$ cat config.mk
export PLATFORM = sky130hd
export DESIGN_NAME = uart_frame_decoder_flat
export DESIGN_NICKNAME = d
export VERILOG_FILES = /design/src/rtl/uart_frame_decoder_if.sv /design/src/rtl/uart_frame_decoder.sv /design/src/flat_wrapper.sv
export SDC_FILE = /design/constraint.sdc
export NUM_CORES = 1
export LEC_CHECK = 0
export CORE_ASPECT_RATIO = 0.8
export CORE_MARGIN = 2
export CORE_UTILIZATION = 30
export DETAILED_ROUTE_END_ITERATION = 10
export HOLD_SLACK_MARGIN = 0.03
export PLACE_DENSITY_LB_ADDON = 0.2
export SKIP_CTS_REPAIR_TIMING = 1
export SLEW_MARGIN = 0
export SYNTH_ARGS = -nofsm -noshare
export SYNTH_HDL_FRONTEND = slang
export SYNTH_SLANG_ARGS = --single-unit
export TNS_END_PERCENT = 50
$ cat constraint.sdc
create_clock -name clk -period 2.42 [get_ports clk]
set_input_delay 0.363 -clock clk [delete_from_list [all_inputs] [get_ports clk]]
set_output_delay 0.363 -clock clk [all_outputs]
set_load 0.005 [all_outputs]
$ cat src/rtl/uart_frame_decoder_if.sv
// Byte-stream link from the UART receive source into the frame decoder.
// The UART side is the master; the decoder samples data only while valid is high.
interface uart_frame_decoder_if;
  logic [7:0] data;
  logic       valid;

  modport master (output data, output valid);
  modport slave  (input  data, input  valid);
endinterface

$ cat src/rtl/uart_frame_decoder.sv
// Decodes SYNC/CMD/LEN/payload/CHK frames from the UART byte stream and
// commits them into the transmitter control registers.
module uart_frame_decoder #(
  parameter int          TIMEOUT_CYCLES    = 25000,
  parameter logic [31:0] DEFAULT_PATTERN   = 32'hA5A5_A5A5,
  parameter logic [31:0] DEFAULT_MAX_COUNT = 32'd9_000_000
) (
  input  logic                       clk,
  input  logic                       rst,
  uart_frame_decoder_if.slave        from_uart,
  output logic [31:0]                pattern_data,
  output logic                       pattern_update,
  output logic [31:0]                max_count,
  output logic                       count_update,
  output logic                       tx_enable,
  output logic                       frame_ok,
  output logic                       frame_err,
  output logic [1:0]                 err_code,
  output logic [7:0]                 err_count
);

  localparam logic [2:0] IDLE    = 3'd0;
  localparam logic [2:0] CMD     = 3'd1;
  localparam logic [2:0] LEN     = 3'd2;
  localparam logic [2:0] PAYLOAD = 3'd3;
  localparam logic [2:0] CHK     = 3'd4;

  localparam int TW = $clog2(TIMEOUT_CYCLES + 1);

  logic [2:0]    state_reg, state_next;
  logic [7:0]    cmd_reg, cmd_next;
  logic [3:0]    len_reg, len_next;
  logic [3:0]    byte_cnt_reg, byte_cnt_next;
  logic [7:0]    xor_reg, xor_next;
  // Only the last four payload bytes can ever be committed, so older bytes fall off.
  logic [31:0]   shift_reg, shift_next;
  logic [TW-1:0] timeout_reg, timeout_next;

  logic [31:0] pattern_reg, max_count_reg;
  logic        pattern_update_reg, count_update_reg, tx_enable_reg;
  logic        frame_ok_reg, frame_err_reg;
  logic [1:0]  err_code_reg;
  logic [7:0]  err_count_reg;

  logic       commit, reject, cmd_ok;
  logic [1:0] reject_code;
  logic [3:0] cnt_inc;

  assign cmd_ok  = ((cmd_reg == 8'h01 || cmd_reg == 8'h02) && len_reg == 4'd4) ||
                   (cmd_reg == 8'h03 && len_reg == 4'd1);
  assign cnt_inc = byte_cnt_reg + 4'd1;

  always_comb begin
    state_next    = state_reg;
    cmd_next      = cmd_reg;
    len_next      = len_reg;
    byte_cnt_next = byte_cnt_reg;
    xor_next      = xor_reg;
    shift_next    = shift_reg;
    timeout_next  = '0;
    commit        = 1'b0;
    reject        = 1'b0;
    reject_code   = 2'd0;

    // A byte arriving in the same cycle as expiry wins over the timeout.
    if (state_reg != IDLE) begin
      if (from_uart.valid) begin
        timeout_next = '0;
      end else if (timeout_reg == TW'(TIMEOUT_CYCLES)) begin
        reject      = 1'b1;
        reject_code = 2'd3;
        state_next  = IDLE;
      end else begin
        timeout_next = timeout_reg + 1'b1;
      end
    end

    if (from_uart.valid) begin
      case (state_reg)
        IDLE: begin
          if (from_uart.data == 8'hA5) state_next = CMD;
        end
        CMD: begin
          cmd_next   = from_uart.data;
          xor_next   = from_uart.data;
          state_next = LEN;
        end
        LEN: begin
          if (from_uart.data == 8'd0 || from_uart.data > 8'd8) begin
            reject      = 1'b1;
            reject_code = 2'd2;
            state_next  = IDLE;
          end else begin
            len_next      = from_uart.data[3:0];
            byte_cnt_next = 4'd0;
            xor_next      = xor_reg ^ from_uart.data;
            state_next    = PAYLOAD;
          end
        end
        PAYLOAD: begin
          shift_next    = {shift_reg[23:0], from_uart.data};
          xor_next      = xor_reg ^ from_uart.data;
          byte_cnt_next = cnt_inc;
          if (cnt_inc == len_reg) state_next = CHK;
        end
        CHK: begin
          state_next = IDLE;
          if (from_uart.data != xor_reg) begin
            reject      = 1'b1;
            reject_code = 2'd1;
          end else if (!cmd_ok) begin
            reject      = 1'b1;
            reject_code = 2'd2;
          end else begin
            commit = 1'b1;
          end
        end
        default: state_next = IDLE;
      endcase
    end
  end

  always_ff @(posedge clk) begin
    if (rst) begin
      state_reg          <= IDLE;
      cmd_reg            <= 8'd0;
      len_reg            <= 4'd0;
      byte_cnt_reg       <= 4'd0;
      xor_reg            <= 8'd0;
      shift_reg          <= 32'd0;
      timeout_reg        <= '0;
      pattern_reg        <= DEFAULT_PATTERN;
      max_count_reg      <= DEFAULT_MAX_COUNT;
      tx_enable_reg      <= 1'b1;
      pattern_update_reg <= 1'b0;
      count_update_reg   <= 1'b0;
      frame_ok_reg       <= 1'b0;
      frame_err_reg      <= 1'b0;
      err_code_reg       <= 2'd0;
      err_count_reg      <= 8'd0;
    end else begin
      state_reg          <= state_next;
      cmd_reg            <= cmd_next;
      len_reg            <= len_next;
      byte_cnt_reg       <= byte_cnt_next;
      xor_reg            <= xor_next;
      shift_reg          <= shift_next;
      timeout_reg        <= timeout_next;
      frame_ok_reg       <= commit;
      frame_err_reg      <= reject;
      pattern_update_reg <= commit && (cmd_reg == 8'h01);
      count_update_reg   <= commit && (cmd_reg == 8'h02);
      if (commit && cmd_reg == 8'h01) pattern_reg   <= shift_reg;
      if (commit && cmd_reg == 8'h02) max_count_reg <= shift_reg;
      if (commit && cmd_reg == 8'h03) tx_enable_reg <= shift_reg[0];
      if (reject) begin
        err_code_reg <= reject_code;
        if (err_count_reg != 8'hFF) err_count_reg <= err_count_reg + 8'd1;
      end
    end
  end

  assign pattern_data   = pattern_reg;
  assign pattern_update = pattern_update_reg;
  assign max_count      = max_count_reg;
  assign count_update   = count_update_reg;
  assign tx_enable      = tx_enable_reg;
  assign frame_ok       = frame_ok_reg;
  assign frame_err      = frame_err_reg;
  assign err_code       = err_code_reg;
  assign err_count      = err_count_reg;

endmodule

$ cat src/flat_wrapper.sv
// flat-port wrapper written by rule: the top's interface ports become plain ports
module uart_frame_decoder_flat 
#(
  parameter int          TIMEOUT_CYCLES    = 25000,
  parameter logic [31:0] DEFAULT_PATTERN   = 32'hA5A5_A5A5,
  parameter logic [31:0] DEFAULT_MAX_COUNT = 32'd9_000_000
)
  (clk, rst, pattern_data, pattern_update, max_count, count_update, tx_enable, frame_ok, frame_err, err_code, err_count, from_uart_data, from_uart_valid);
  uart_frame_decoder_if from_uart_i ();
  input  logic clk;
  input  logic rst;
  output logic [31:0] pattern_data;
  output logic pattern_update;
  output logic [31:0] max_count;
  output logic count_update;
  output logic tx_enable;
  output logic frame_ok;
  output logic frame_err;
  output logic [1:0] err_code;
  output logic [7:0] err_count;
  input wire logic [$bits(from_uart_i.data)-1:0] from_uart_data;
  input wire logic [$bits(from_uart_i.valid)-1:0] from_uart_valid;
  assign from_uart_i.data = from_uart_data;
  assign from_uart_i.valid = from_uart_valid;
  uart_frame_decoder #(.TIMEOUT_CYCLES(TIMEOUT_CYCLES), .DEFAULT_PATTERN(DEFAULT_PATTERN), .DEFAULT_MAX_COUNT(DEFAULT_MAX_COUNT)) u_core (.clk(clk), .rst(rst), .from_uart(from_uart_i), .pattern_data(pattern_data), .pattern_update(pattern_update), .max_count(max_count), .count_update(count_update), .tx_enable(tx_enable), .frame_ok(frame_ok), .frame_err(frame_err), .err_code(err_code), .err_count(err_count));
endmodule
==> metrics, run 1 <==
clock buffer count from CTS=17; count leader, synth=dfxtp_1; asr flop ratio synth=0; CP endpoint kind=flip-flop; Ant. Diodes=0; Crit Reg-Reg Startpoint=u_core.cmd_reg[3]$_SDFFE_PP0P_; count of final setup violators=0; post-DP HPWL=10900 um; CP max FO=32; H-tree levels=4; Post-Route WL=16000 um; IO buf count=89; YS warnings=0; Worst EP arrival=2.56 ns; Final Max Slew Viols=0; CP cell instances=clkdlybuf4s50_1 -> xnor2_1 -> nand4_1 -> nor4_4 -> or3b_2 -> buf_12 -> mux2i_1 -> nand2_1; Longest Clk Path Bufs=2; final clock skew=0.0109 ns; fin nets=808; placed insts=1043; R2R cell count=7; Synth top cells by count=dfxtp_1, nand2_1, nor2_1; number of synthesized flops with an enable pin=0; Core Area=20600 um2; Max-Cap Viols=0; critical path launch point type=input port; Crit-path slowest cell=clkdlybuf4s50_1; synthesized cell area=6240 um2; # rows=47; setup slack, reg-to-reg=0.22 ns; fin cells=1075; Final Cycle Share=0.938; clk sink count=153; Post-Syn Instances=693; vias in the first global route=4767; largest net degree at the start of global routing=50; Pre-antenna DRT Iters=5; min cycle time layout=2.27 ns; Crit Path Class=in -> reg; P per Cell Area=649 nW/um2; status=finished clean; total power=5.34 mW; routability cong.=0.784; P&R area growth vs syn=31.6%; initial antenna violation count=0; dominant cell type by area after synthesis=dfxtp_1; hold wc startpoint=from_uart_data[1]; worst r2r dst=u_core.max_count[16]$_SDFFE_PP1P_; Seq/Total Area, Yosys=0.490; Synth cell types=52; Max-slew headroom=0.627; hold depth=3; WL per Instance=14.8 um; first-pass GRT wire length=26200 um; unrepaired setup endpoints after global routing=false; Hold EP=u_core.shift_reg[1]$_SDFFE_PP0P_; Hold Slack=0.327 ns; Leak=3.47 nW; Net Count, Synth=708; die height=133 um; ys flop type=dfxtp_1; clk slew on worst S/H paths=0.06 ns; Initial Util=0.303; die width=165 um; global route overflow=0; average cell area after synthesis=9.01 um2; clock latency at the later pin of the worst-skew pair=0.42 ns; top post-synthesis cells by area=dfxtp_1, mux2i_1, nand2_1; Peak Freq=0.440 GHz; die area=22000 um2; Initial DRC Count=332; DRC violations left=0; ANT nets after route=0; CTS tree=built; share of post-route cells with drive strength above 1=0.109; post-synth top area share=0.490; clk root buf=clkbuf_16; Via density=4.63; number of synthesized register bits=153; CP required=2.71 ns; Hold WC Path Type=in -> reg; VDD IR-drop max=0.385 mV; CP peak stage delay=0.55 ns; I/O Pins=90; via count=4981; Worst-Margin Slew=0.559 ns; total global-route track usage=0.152; Hold Fails Final Rpt=0
through the flow:
stage	utilization	setup WS (ns)	setup TNS, ns	area, um2
global route	0.399	0.00809	0	8220
CTS	0.399	0.140	0	8210
detailed placement	0.369	-0.298	-14.19	7600
finish	0.399	0.149	0	8220
floorplan	-	0.282	0	6240
global placement	0.369	-0.219	-8.99	7600
report_power, final:
group / leakage (nW) / switching, mW / internal (mW)
Clock: 0.287 / 1.12 / 1.57
Sequential: 1.23 / 0.000322 / 2.52
Combinational: 1.95 / 0.0786 / 0.0429
Total: 3.47 / 1.20 / 4.13
area by class of cell:
class                           count  area (um2)
Clock buffer                       18         439
Clock inverter                     14         163
Fill cell                        2106       12400
Inverter                           12        45.0
Multi-Input combinational cell    482        2930
Sequential cell                   153        3060
Tap cell                          269         337
Timing Repair Buffer              127        1240
cell families after synthesis:
group	Yosys count	share of synthesized area
XOR/XNOR	26	0.0435
multiplexers	71	0.114
flip-flops	153	0.490
AND/OR/NAND/NOR	280	0.207
adder cells (fa/ha/maj)	4	0.00801
AO/OA/AOI/OAI	101	0.0946
buffers and inverters	58	0.0423
layout by cell type (no fill, tap or decap), drive strengths merged, types with 3 or more instances in the layout:
master and n:
and3 13, nor2 82, clkinv 4, nor4 4, mux2i 70, buf 39
a21o 4, clkinvlp 3, clkbuf 18, o211ai 9, a21oi 61, clkdlybuf4s50 87
dfxtp 153, nand4 11, xor2 11, or3 4, and2 4, nand2 122
nand2b 3, xnor2 14, nand3 15, nor4b 3, inv 17, o31ai 3
nor2b 4, o21ai 12, ha 4, and4b 3, a31oi 4
critical path, delay by kind of cell:
family / cells / cell delay, ns
xor+xnor: 1 / 0.14
buf+inv: 2 / 0.76
mux: 1 / 0.17
simple gates: 4 / 1.11
layer usage:
layer  wire length [um]  track usage  vias up
met4                 93       0.0359        0
li1                   -            -     2561
met2               6510        0.205       80
met3                659       0.0426        6
met1               8690        0.235     2334
met5                  0            0        -
worst max path at each step:
stage / end / from / slack, ns / depth (start not counted)
finish: u_core.max_count[16]$_SDFFE_PP1P_ / from_uart_data[4] / 0.15 / 8
global placement: u_core.max_count[23]$_SDFFE_PP1P_ / from_uart_data[4] / -0.22 / 8
floorplan: u_core.max_count[10]$_SDFFE_PP1P_ / from_uart_data[5] / 0.28 / 9
detailed placement: u_core.max_count[16]$_SDFFE_PP1P_ / from_uart_data[1] / -0.30 / 8
CTS: u_core.max_count[16]$_SDFFE_PP1P_ / u_core.cmd_reg[3]$_SDFFE_PP0P_ / 0.14 / 7
global route: u_core.max_count[16]$_SDFFE_PP1P_ / from_uart_data[0] / 0.008 / 8
No activity file was read; power rests on OpenSTA's default activity.
==> inputs of run 2 (changes only) <==
--- a/config.mk
+++ b/config.mk
@@ -10,7 +10,7 @@
 export CORE_UTILIZATION = 30
 export DETAILED_ROUTE_END_ITERATION = 10
 export HOLD_SLACK_MARGIN = 0.03
-export PLACE_DENSITY_LB_ADDON = 0.2
+export PLACE_DENSITY = 0.48
 export SKIP_CTS_REPAIR_TIMING = 1
 export SLEW_MARGIN = 0
 export SYNTH_ARGS = -nofsm -noshare
==> run 2 against run 1 <==
Compared with the run above: worst setup slack got worse by 0.014 ns; final cell count about the same; clock power fell by 2%; flip-flop and latch count unchanged; register-to-register slack got worse by 0.03 ns; critical path type unchanged; largest power group unchanged.
==> metrics, run 2 (synthesis results as in run 1) <==
I/O Pins=90; Crit Reg-Reg Startpoint=u_core.cmd_reg[0]$_SDFFE_PP0P_; VDD IR-drop max=0.419 mV; via count=5012; Int Pwr=4.12 mW; count of final setup violators=0; Leak=3.44 nW; worst r2r dst=u_core.max_count[23]$_SDFFE_PP1P_; most frequent cells in the layout=dfxtp_1, nand2_1, clkdlybuf4s50_1, nor2_1, mux2i_1; Hold Fails Final Rpt=0; Max-slew headroom=0.593; final clock skew=0.00759 ns; Crit Path Class=in -> reg; setup slack, reg-to-reg=0.19 ns; CP endpoint kind=flip-flop; die area=22000 um2; P&R area growth vs syn=30.6%; WP buf/inv=2; hold depth=2; Initial DRC Count=340; # rows=47; vias in the first global route=4877; min cycle time layout=2.28 ns; Final Cycle Share=0.944; ANT nets after route=0; CP delay by family, top=simple AND/OR/NAND/NOR gates; P per Cell Area=648 nW/um2; Worst EP arrival=2.59 ns; Final WS setup=0.135 ns; Worst-Margin Slew=0.610 ns; Finished Core Util=0.396; routability cong.=0.847; status=finished clean; Post-Route WL=16200 um; CP required=2.72 ns; Final Max Slew Viols=0; commonest non-fill, non-tap cell in the layout=dfxtp_1; Crit path depth=8; Max-Cap Viols=0; clk root buf=clkbuf_16; critical path launch point type=input port; CTS tree=built; CP cell instances=clkdlybuf4s50_1 -> or4_1 -> nand3_1 -> a21oi_1 -> buf_4 -> a31oi_2 -> nand4_1 -> mux2_1; Core Area=20600 um2; total global-route track usage=0.150; total power=5.29 mW; die width=165 um; Logic pwr share=0.023; DRC violations left=0; setup TNS=0 ns; pre-CTS WS=-0.306 ns; Pre-antenna DRT Iters=5; Ant. Diodes=0; Peak Freq=0.438 GHz; sequential group share of total power=0.476; H-tree levels=4; clock latency at the later pin of the worst-skew pair=0.42 ns; Initial Util=0.303; crit path launch=from_uart_data[0]; die height=133 um; IO buf count=89; WL per Instance=15.1 um; fin nets=807; Via density=4.67; Hold WC Path Type=in -> reg; hold wc startpoint=rst; Crit-path slowest cell=or4_1; post-DP HPWL=11100 um; Worst Setup EP=u_core.err_count[6]$_SDFFE_PP0P_; largest net degree at the start of global routing=57; Clk pwr share=0.501; NetSw=1.17 mW; global route overflow=0; unrepaired setup endpoints after global routing=false; Longest Clk Path Bufs=2; clock buffer count from CTS=17; switching share of power=0.221; first-pass GRT wire length=25800 um; share of post-route cells with drive strength above 1=0.107; clk sink count=153; clk slew on worst S/H paths=0.07 ns; CP max FO=4; CP peak stage delay=0.61 ns; initial antenna violation count=0; fill cell count=2049; R2R cell count=7
run 2: cell type report:
cell class | count | area [um2] | share of cell area
flip-flops and latches | 153 | 3060 | 0.375
multi-input cells | 482 | 2920 | 0.358
repair buffers | 126 | 1200 | 0.148
clock buffers | 19 | 443 | 0.0543
well taps | 269 | 337 | 0.0413
clock inverters | 13 | 144 | 0.0176
inverters | 12 | 45.0 | 0.00552
run 2: worst min path at each step:
stage,end,slack [ns]
5_1_grt,u_core.shift_reg[0]$_SDFFE_PP0P_,0.23
3_3_place_gp,u_core.cmd_reg[2]$_SDFFE_PP0P_,0.45
3_5_place_dp,u_core.cmd_reg[2]$_SDFFE_PP0P_,0.45
2_1_floorplan,u_core.cmd_reg[2]$_SDFFE_PP0P_,0.44
6_report,u_core.shift_reg[0]$_SDFFE_PP0P_,0.23
4_1_cts,u_core.shift_reg[0]$_SDFFE_PP0P_,0.22
run 2: metrics by stage:
step                hold WS, ns  area, um2  std cells
floorplan                 0.436       6240        693
global placement          0.446       7570       1042
detailed placement        0.452       7570       1042
CTS                       0.216       8160       1074
global route              0.232       8160       1074
finish                    0.230       8160       1074
run 2: worst register-to-register path, delay by kind of cell (launching register included):
kind | cells | cell delay (ns)
AND/OR/NAND/NOR | 4 | 1.10
buffers and inverters | 1 | 0.21
flip-flops | 1 | 0.46
AO/OA/AOI/OAI | 1 | 0.13
multiplexers | 1 | 0.19
run 2: power groups by stage:
stage / clock network, mW / logic (mW) / registers (mW)
6_report: 2.65 / 0.120 / 2.52
5_1_grt: 2.80 / 0.131 / 2.52
4_1_cts: 2.70 / 0.121 / 2.52
3_5_place_dp: 0 / 0.122 / 2.57
3_3_place_gp: 0 / 0.120 / 2.57
2_1_floorplan: 0 / 0.0671 / 2.57
run 2: routing by layer:
metal,GRT usage,routed length [um],vias to the layer above
met5,0,0,-
met4,0.0469,246,0
met1,0.220,8550,2351
met3,0.0354,690,19
li1,-,-,2551
met2,0.216,6720,91
==> inputs of run 3 (changes only) <==
--- a/config.mk
+++ b/config.mk
@@ -10,6 +10,7 @@
 export CORE_UTILIZATION = 30
 export DETAILED_ROUTE_END_ITERATION = 10
 export HOLD_SLACK_MARGIN = 0.03
+export MAX_ROUTING_LAYER = met4
 export PLACE_DENSITY = 0.48
 export SKIP_CTS_REPAIR_TIMING = 1
 export SLEW_MARGIN = 0
==> constraint.sdc (replaced) <==
create_clock -name clk -period 2.42 [get_ports clk]
set_input_delay 0.726 -clock clk [delete_from_list [all_inputs] [get_ports clk]]
set_output_delay 0.726 -clock clk [all_outputs]
set_load 0.005 [all_outputs]
==> run 3 against run 2 <==
Compared with the run above: register-to-register slack got worse by 0.11 ns; clock-buffer cell count down 1; clock skew grew 0.0030 ns; worst hold slack better by 0.23 ns; critical path depth increased by 1; critical path type is now reg -> reg.
==> metrics, run 3 (synthesis results as in run 1) <==
largest net degree at the start of global routing=37; Hold WC Path Type=reg -> reg; die width=165 um; CTS tree=built; hold depth=2; Peak Freq=0.427 GHz; unrepaired setup endpoints after global routing=false; R2R cell count=9; total power=5.49 mW; Leak=3.65 nW; final clock skew=0.0106 ns; VDD IR-drop max=0.357 mV; Pre-antenna DRT Iters=5; Longest Clk Path Bufs=2; pre-CTS WS=-0.700 ns; H-tree levels=4; min cycle time layout=2.34 ns; Placed Area=7660 um2; CP delay by family, top=buffers and inverters; P per Cell Area=648 nW/um2; first-pass GRT wire length=26700 um; Most Frequent Cell on Critical Path=buf_4; initial antenna violation count=0; Max-slew headroom=0.668; I/O Pins=90; commonest non-fill, non-tap cell in the layout=dfxtp_1; fin area=8460 um2; most frequent cells in the layout=dfxtp_1, nand2_1, nor2_1, clkdlybuf4s50_1, mux2i_1; setup slack, reg-to-reg=0.08 ns; Final Max Slew Viols=0; DRC violations left=0; Crit Reg-Reg Startpoint=u_core.cmd_reg[1]$_SDFFE_PP0P_; # rows=47; CP required=2.72 ns; share of post-route cells with drive strength above 1=0.136; Final WS setup=0.0775 ns; clk slew on worst S/H paths=0.06 ns; Worst-Margin Slew=0.498 ns; Register Area=3060 um2; global route overflow=0; clock latency at the later pin of the worst-skew pair=0.43 ns; count of final setup violators=0; Final Cycle Share=0.968; hold wc startpoint=u_core.cmd_reg[2]$_SDFFE_PP0P_; routability cong.=0.799; fill cell count=2055; Initial DRC Count=332; die area=22000 um2; critical path launch point type=flip-flop; Hold EP=u_core.cmd_reg[2]$_SDFFE_PP0P_; CP max FO=32; clk root buf=clkbuf_16; total global-route track usage=0.160; IO buf count=89; Via density=4.78; Multi-input gate area=2990 um2; die height=133 um; status=finished clean; CP cell instances=and2b_1 -> a211oi_4 -> nor4_4 -> buf_4 -> buf_4 -> nand3_2 -> buf_12 -> mux2i_1 -> nand2_1; clk sink count=153; WP buf/inv=3; Post-Route WL=17000 um; ANT nets after route=0; Hold Fails Final Rpt=0; Crit-path slowest cell=dfxtp_1; P&R area growth vs syn=35.5%; clock buffer count from CTS=17; Worst EP arrival=2.65 ns; Max-Cap Viols=0; WL per Instance=15.6 um; CP endpoint kind=flip-flop; via count=5215; Initial Util=0.303; fin nets=823; Ant. Diodes=0; setup TNS=0 ns; Core Area=20600 um2; post-DP HPWL=11400 um; CP peak stage delay=0.46 ns; worst r2r dst=u_core.pattern_data[2]$_SDFFE_PP1P_; vias in the first global route=4996; Crit Path Class=reg -> reg
==> run 3: cell types whose count changed in the layout (fill, tap and decap cells not counted), sizes merged <==
| cell | delta |
|---|---|
| buf | +14 |
| clkbuf | +1 |
| inv | +5 |
| clkinv | -5 |
| clkdlybuf4s50 | -9 |
| dlymetal6s2s | +9 |
| bufinv | +1 |
==> run 3: power by group <==
group	internal (mW)	total [mW]	switching [mW]
clock	1.68	2.84	1.15
sequential	2.52	2.52	0.000329
combinational	0.0495	0.131	0.0819
==> run 3: cell type report <==
type / instances / share of cell area
clock buffers: 18 / 0.0519
multi-input cells: 482 / 0.354
repair buffers: 142 / 0.165
clock inverters: 14 / 0.0219
well taps: 269 / 0.0398
flip-flops and latches: 153 / 0.362
inverters: 12 / 0.00532
==> run 3: worst max path at each step <==
stage / from / endpoint / cells after the start
2_1_floorplan: from_uart_data[0] / u_core.err_count[6]$_SDFFE_PP0P_ / 7
4_1_cts: from_uart_data[4] / u_core.err_count[6]$_SDFFE_PP0P_ / 10
3_3_place_gp: from_uart_data[4] / u_core.err_count[7]$_SDFFE_PP0P_ / 11
3_5_place_dp: from_uart_data[5] / u_core.err_count[5]$_SDFFE_PP0P_ / 11
6_report: u_core.cmd_reg[1]$_SDFFE_PP0P_ / u_core.pattern_data[2]$_SDFFE_PP1P_ / 9
5_1_grt: u_core.cmd_reg[1]$_SDFFE_PP0P_ / u_core.pattern_data[2]$_SDFFE_PP1P_ / 9
==> run 3: per-stage QoR <==
step	cells	hold WS (ns)	util
finish	1090	0.458	0.411
global route	1090	0.482	0.411
CTS	1085	0.463	0.403
detailed placement	1053	0.454	0.372
global placement	1053	0.446	0.372
floorplan	693	0.436	-
==> run 3: worst register-to-register path: stages (launching register included) <==
cell,delay [ns]
dfxtp_1,0.46
and2b_1,0.28
a211oi_4,0.39
nor4_4,0.10
buf_4,0.15
buf_4,0.14
nand3_2,0.09
buf_12,0.25
mux2i_1,0.29
nand2_1,0.08
==> run 3: metal layers <==
metal	GRT usage	wire length, um	vias to the layer above
li1	-	-	2596
met1	0.230	8890	2492
met2	0.223	7310	113
met3	0.0392	656	14
met4	0.0417	138	0
met5	-	0	-
